`config.mk`:
```
export PLATFORM = sky130hd
export DESIGN_NAME = dds_frame_parser
export DESIGN_NICKNAME = d
export VERILOG_FILES = /design/src/rtl/dds_frame_pkg.sv /design/src/rtl/dds_frame_accum.sv /design/src/rtl/dds_frame_parser.sv
export SDC_FILE = /design/constraint.sdc
export NUM_CORES = 1
export LEC_CHECK = 0
export CAP_MARGIN = 10
export CORE_ASPECT_RATIO = 0.5
export CORE_MARGIN = 2
export CORE_UTILIZATION = 40
export CTS_CLUSTER_DIAMETER = 50
export DETAILED_ROUTE_END_ITERATION = 10
export GPL_TIMING_DRIVEN = 0
export REMOVE_ABC_BUFFERS = 1
export SETUP_SLACK_MARGIN = 0.02
export SKIP_CTS_REPAIR_TIMING = 1
export SKIP_LAST_GASP = 1
export SLEW_MARGIN = 20
export SYNTH_ARGS = -nofsm -noshare
export SYNTH_HDL_FRONTEND = slang
export SYNTH_HIERARCHICAL = 1
export SYNTH_SLANG_ARGS = --single-unit
```
`constraint.sdc`:
```
create_clock -name read_clk -period 2.4 [get_ports read_clk]
set_clock_uncertainty 0.2 [all_clocks]
set_input_delay 0.36 -clock read_clk [delete_from_list [all_inputs] [get_ports read_clk]]
set_output_delay 0.36 -clock read_clk [all_outputs]
set_load 0.005 [all_outputs]
```
`src/rtl/dds_frame_pkg.sv`:
```
// Shared types and defaults for the DDS host-command frame parser.
// The frame state encoding, the default framing constants and the payload-length rule live here.
package dds_frame_pkg;

  typedef enum logic [2:0] {
    SYNC,
    ADDR,
    LEN,
    DATA,
    CSUM,
    OUT
  } state_t;

  localparam logic [7:0] SYNC_BYTE_DEF = 8'hA5;
  localparam int         MAX_LEN_DEF   = 4;
  localparam int         ERR_CNT_W     = 8;

  // A payload length is usable when it is non-zero and fits the data register.
  function automatic logic len_ok(input logic [7:0] len, input int max_len);
    return (len != 8'd0) && (int'(len) <= max_len);
  endfunction

endpackage

```
`src/rtl/dds_frame_accum.sv`:
```
// Payload datapath for the frame parser.
// It holds the MSB-first data shift register, the remaining-byte counter and the running XOR checksum.
module dds_frame_accum
  import dds_frame_pkg::*;
#(
  parameter int CNT_W = 3
) (
  input  logic        read_clk,
  input  logic        rst_read_flag,
  input  logic        clear,
  input  logic        load,
  input  logic        shift,
  input  logic [7:0]  byte_in,
  output logic [31:0] data,
  output logic [7:0]  csum,
  output logic        last_byte
);

  logic [CNT_W-1:0] remaining;

  // clear seeds the checksum from the address byte; load takes the length byte and empties the data register.
  always_ff @(posedge read_clk or posedge rst_read_flag) begin
    if (rst_read_flag) begin
      data      <= '0;
      csum      <= '0;
      remaining <= '0;
    end else if (clear) begin
      data      <= '0;
      csum      <= byte_in;
      remaining <= '0;
    end else if (load) begin
      data      <= '0;
      csum      <= csum ^ byte_in;
      remaining <= byte_in[CNT_W-1:0];
    end else if (shift) begin
      data      <= {data[23:0], byte_in};
      csum      <= csum ^ byte_in;
      remaining <= remaining - 1'b1;
    end
  end

  assign last_byte = (remaining == CNT_W'(1));

endmodule

```
`src/rtl/dds_frame_parser.sv`:
```
// Pops bytes from the host FIFO, parses sync/addr/len/data/csum frames.
// Each good frame becomes one register write; malformed frames are dropped and counted.
module dds_frame_parser
  import dds_frame_pkg::*;
#(
  parameter logic [7:0] SYNC_BYTE = SYNC_BYTE_DEF,
  parameter int         MAX_LEN   = MAX_LEN_DEF
) (
  input  logic                 read_clk,
  input  logic                 rst_read_flag,
  input  logic [7:0]           byte_in,
  input  logic                 byte_valid,
  output logic                 byte_ready,
  output logic                 wr_valid,
  input  logic                 wr_ready,
  output logic [7:0]           wr_addr,
  output logic [31:0]          wr_data,
  output logic                 err_pulse,
  output logic [ERR_CNT_W-1:0] err_cnt
);

  localparam int CNT_W = $clog2(MAX_LEN + 1);

  state_t     state;
  logic       take;
  logic       len_good;
  logic       csum_good;
  logic       err_now;
  logic       acc_clear;
  logic       acc_load;
  logic       acc_shift;
  logic       last_byte;
  logic [7:0] csum;

  assign take      = byte_valid && byte_ready;
  assign len_good  = len_ok(byte_in, MAX_LEN);
  assign csum_good = (byte_in == csum);
  assign err_now   = take && (((state == LEN) && !len_good) ||
                              ((state == CSUM) && !csum_good));
  assign acc_clear = take && (state == ADDR);
  assign acc_load  = take && (state == LEN) && len_good;
  assign acc_shift = take && (state == DATA);

  dds_frame_accum #(
    .CNT_W(CNT_W)
  ) u_accum (
    .read_clk     (read_clk),
    .rst_read_flag(rst_read_flag),
    .clear        (acc_clear),
    .load         (acc_load),
    .shift        (acc_shift),
    .byte_in      (byte_in),
    .data         (wr_data),
    .csum         (csum),
    .last_byte    (last_byte)
  );

  // byte_ready is registered: it drops on the edge that enters OUT and returns on the handshake edge.
  always_ff @(posedge read_clk or posedge rst_read_flag) begin
    if (rst_read_flag) begin
      state      <= SYNC;
      byte_ready <= 1'b0;
      wr_valid   <= 1'b0;
      wr_addr    <= '0;
      err_pulse  <= 1'b0;
      err_cnt    <= '0;
    end else begin
      err_pulse  <= err_now;
      if (err_now && (err_cnt != {ERR_CNT_W{1'b1}}))
        err_cnt <= err_cnt + 1'b1;
      byte_ready <= 1'b1;
      case (state)
        SYNC: if (take && (byte_in == SYNC_BYTE)) state <= ADDR;
        ADDR: if (take) begin
          wr_addr <= byte_in;
          state   <= LEN;
        end
        LEN:  if (take) state <= len_good ? DATA : SYNC;
        DATA: if (take && last_byte) state <= CSUM;
        CSUM: if (take) begin
          if (csum_good) begin
            state      <= OUT;
            wr_valid   <= 1'b1;
            byte_ready <= 1'b0;
          end else begin
            state <= SYNC;
          end
        end
        OUT: begin
          byte_ready <= wr_ready;
          if (wr_ready) begin
            wr_valid <= 1'b0;
            state    <= SYNC;
          end
        end
        default: state <= SYNC;
      endcase
    end
  end

endmodule
```
==> reports/results.txt <==
Most common cell after layout, fill and taps aside -> dfrtp_1
Pins Over Slew Limit -> 0
Critical path arrival -> 2.25 ns
Worst slew pin tran -> 0.857 ns
Final design utilization -> 0.584
Num CTS Buffers -> 9
Worst setup path category -> reg2reg
Die X -> 129 um
Worst Setup SP -> state[2]
Seq/Total Area, Yosys -> 0.522
Worst ir drop on vdd -> 0.430 mV
CTS clk-pin slew, worst paths -> 0.06 ns
Fillers -> 620
Worst-skew pair later-pin latency -> 0.33 ns
First-pass GRT wire length -> 11.3 mm
Fin nets -> 370
#FFs+latches synth -> 65
Total number of yosys warnings -> 6
Outcome -> finished, final reports clean
CP endpoint -> u_accum/data[22]
Area growth from synthesis to layout -> 39.4%
CTS tree -> built
H-Tree Depth -> 3
HPWL Detailed -> 4.70 mm
Hold WC Path Type -> in2async
Reg2Reg Setup Slack -> 0.15 ns
Final ANT Viol Nets -> 0
WL per Instance -> 16.1 um
Post-synth EDFFs -> 0
Fmax -> 443 MHz
Initial DRC count -> 162
Post-synthesis cell area -> 0.00312 mm^2
Row count -> 22
Initial antenna violation count -> 0
Max Cap Viol -> 0
Asr flop ratio synth -> 1.00
Final wirelength -> 7.31 mm
Root buf cell -> clkbuf_16
Setup violations, final -> 0
Vias in the first global route -> 2283
IO Pins -> 63
I/O Buffers -> 62
Worst setup EP type -> register
Via density -> 5.22
Antenna cells -> 0
Routed vias -> 2375
Final hold violation count -> 0
Leak -> 1.88 nW
Power density over the cells -> 992 mW/mm^2
Most frequent cells in the layout -> dfrtp_1 (65), clkdlybuf4s50_1 (55), nor2_1 (49)
Max_slew headroom -> 0.428
Cells after Synth -> 280
Reg-to-reg startpoint -> state[2]
Overflow left after global routing -> 0
Mean Syn Cell Area -> 11.1 um^2
Number of distinct library cells after synthesis -> 50
Total Die Area -> 0.00855 mm^2
Required time worst endpoint -> 2.40 ns
Synth Flop Type -> dfrtp_1
Final Critical Period -> 2.25 ns
Die Ht -> 66.4 um
# DRC -> 0
Final period util -> 0.940
Critical Path Start Type -> register
Sink Count -> 65
Max Root-Sink Buffers -> 2
Crit-path max FO -> 16
Post-layout power -> 0.00431 W
Final TNS setup -> 0 ns
Worst Reg2Reg Path Length in Cells -> 6
Core area -> 0.00743 mm^2
Placer Congestion -> 0.777
Register area -> 0.00163 mm^2
Layout cell share with drive strength beyond 1 -> 0.164
DRT Pass-1 Iters -> 4
All-Layer GR Usage -> 0.175
RSZ-0062 raised after global routing -> no
Multi-input gate area -> 0.00146 mm^2
R2r endpoint -> u_accum/data[22]
Largest net degree at the start of global routing -> 34
Initial core utilization -> 0.419
critical path, stage by stage, from the launching register on:
cell,delay [ns]
dfrtp_1,0.51
inv_1,0.14
nand2_1,0.22
nor3_4,0.39
buf_4,0.21
or2_2,0.34
nor2_1,0.09
state kept, by name, indices dropped and copies added, names as in the netlist:
| name | cells |
|---|---|
| u_accum/data | 32 |
| err_cnt | 8 |
| u_accum/csum | 8 |
| wr_addr | 8 |
| state | 3 |
| u_accum/remaining | 3 |
| byte_ready | 1 |
| err_pulse | 1 |
| wr_valid | 1 |
power breakdown:
part | internal (W) | switching [W]
logic | 0.000699 | 0.000575
clock network | 0.000928 | 0.000454
registers | 0.00137 | 0.000282
per-stage QoR:
stage          area (um^2)  cells  worst slack, ns  hold WS (ns)
4_1_cts               4150    443            -1.42         0.152
5_1_grt               4340    455          0.00635         0.172
3_5_place_dp          3830    428            -1.76         0.295
6_report              4340    455            0.145         0.155
2_1_floorplan         3030    268            -1.49         0.149
3_3_place_gp          3770    426            -2.69         0.288
synth_stat cells (4+ instances only):
master	instances	area share
xor2_1	9	0.025
a21oi_1	6	0.0096
a311oi_1	6	0.017
nand4_1	4	0.0080
mux2i_1	35	0.11
inv_1	10	0.012
xnor2_1	8	0.022
nor2_1	51	0.061
mux2_2	8	0.029
dfrtp_1	65	0.52
a21oi_2	7	0.020
buf_2	7	0.011
nand2_1	7	0.0084
o21ai_0	6	0.0096
layout make-up:
type | count | share of cell area
sequential | 65 | 0.375
multi-input combinational | 194 | 0.337
timing repair buffer | 74 | 0.178
clock buffer | 10 | 0.0550
tap | 96 | 0.0277
clock inverter | 5 | 0.0184
inverter | 11 | 0.00951
per-layer routing:
| metal | share of wire | vias to the layer above | global-route usage |
|---|---|---|---|
| li1 | - | 1143 | - |
| met1 | 0.47 | 1175 | 0.223 |
| met3 | 0.050 | 7 | 0.0542 |
| met4 | 0.011 | 0 | 0.0720 |
| met2 | 0.47 | 50 | 0.279 |
| met5 | 0 | - | 0 |
worst min path at each step:
stage | endpoint | cells past startpoint
3_3_place_gp | err_cnt[6] | 1
5_1_grt | u_accum/csum[5] | 2
4_1_cts | u_accum/csum[5] | 2
2_1_floorplan | byte_ready | 1
3_5_place_dp | err_cnt[6] | 1
6_report | u_accum/csum[5] | 2
cell families after synthesis:
| family | share of synthesized area |
|---|---|
| AOI/OAI and AO/OA | 0.102 |
| buffers and inverters | 0.0394 |
| and+or+nand+nor | 0.130 |
| DFF | 0.522 |
| muxes | 0.146 |
| xor gates and xnor gates | 0.0478 |
| adders and majority gates | 0.0120 |
(Power assumes the default switching activity.)
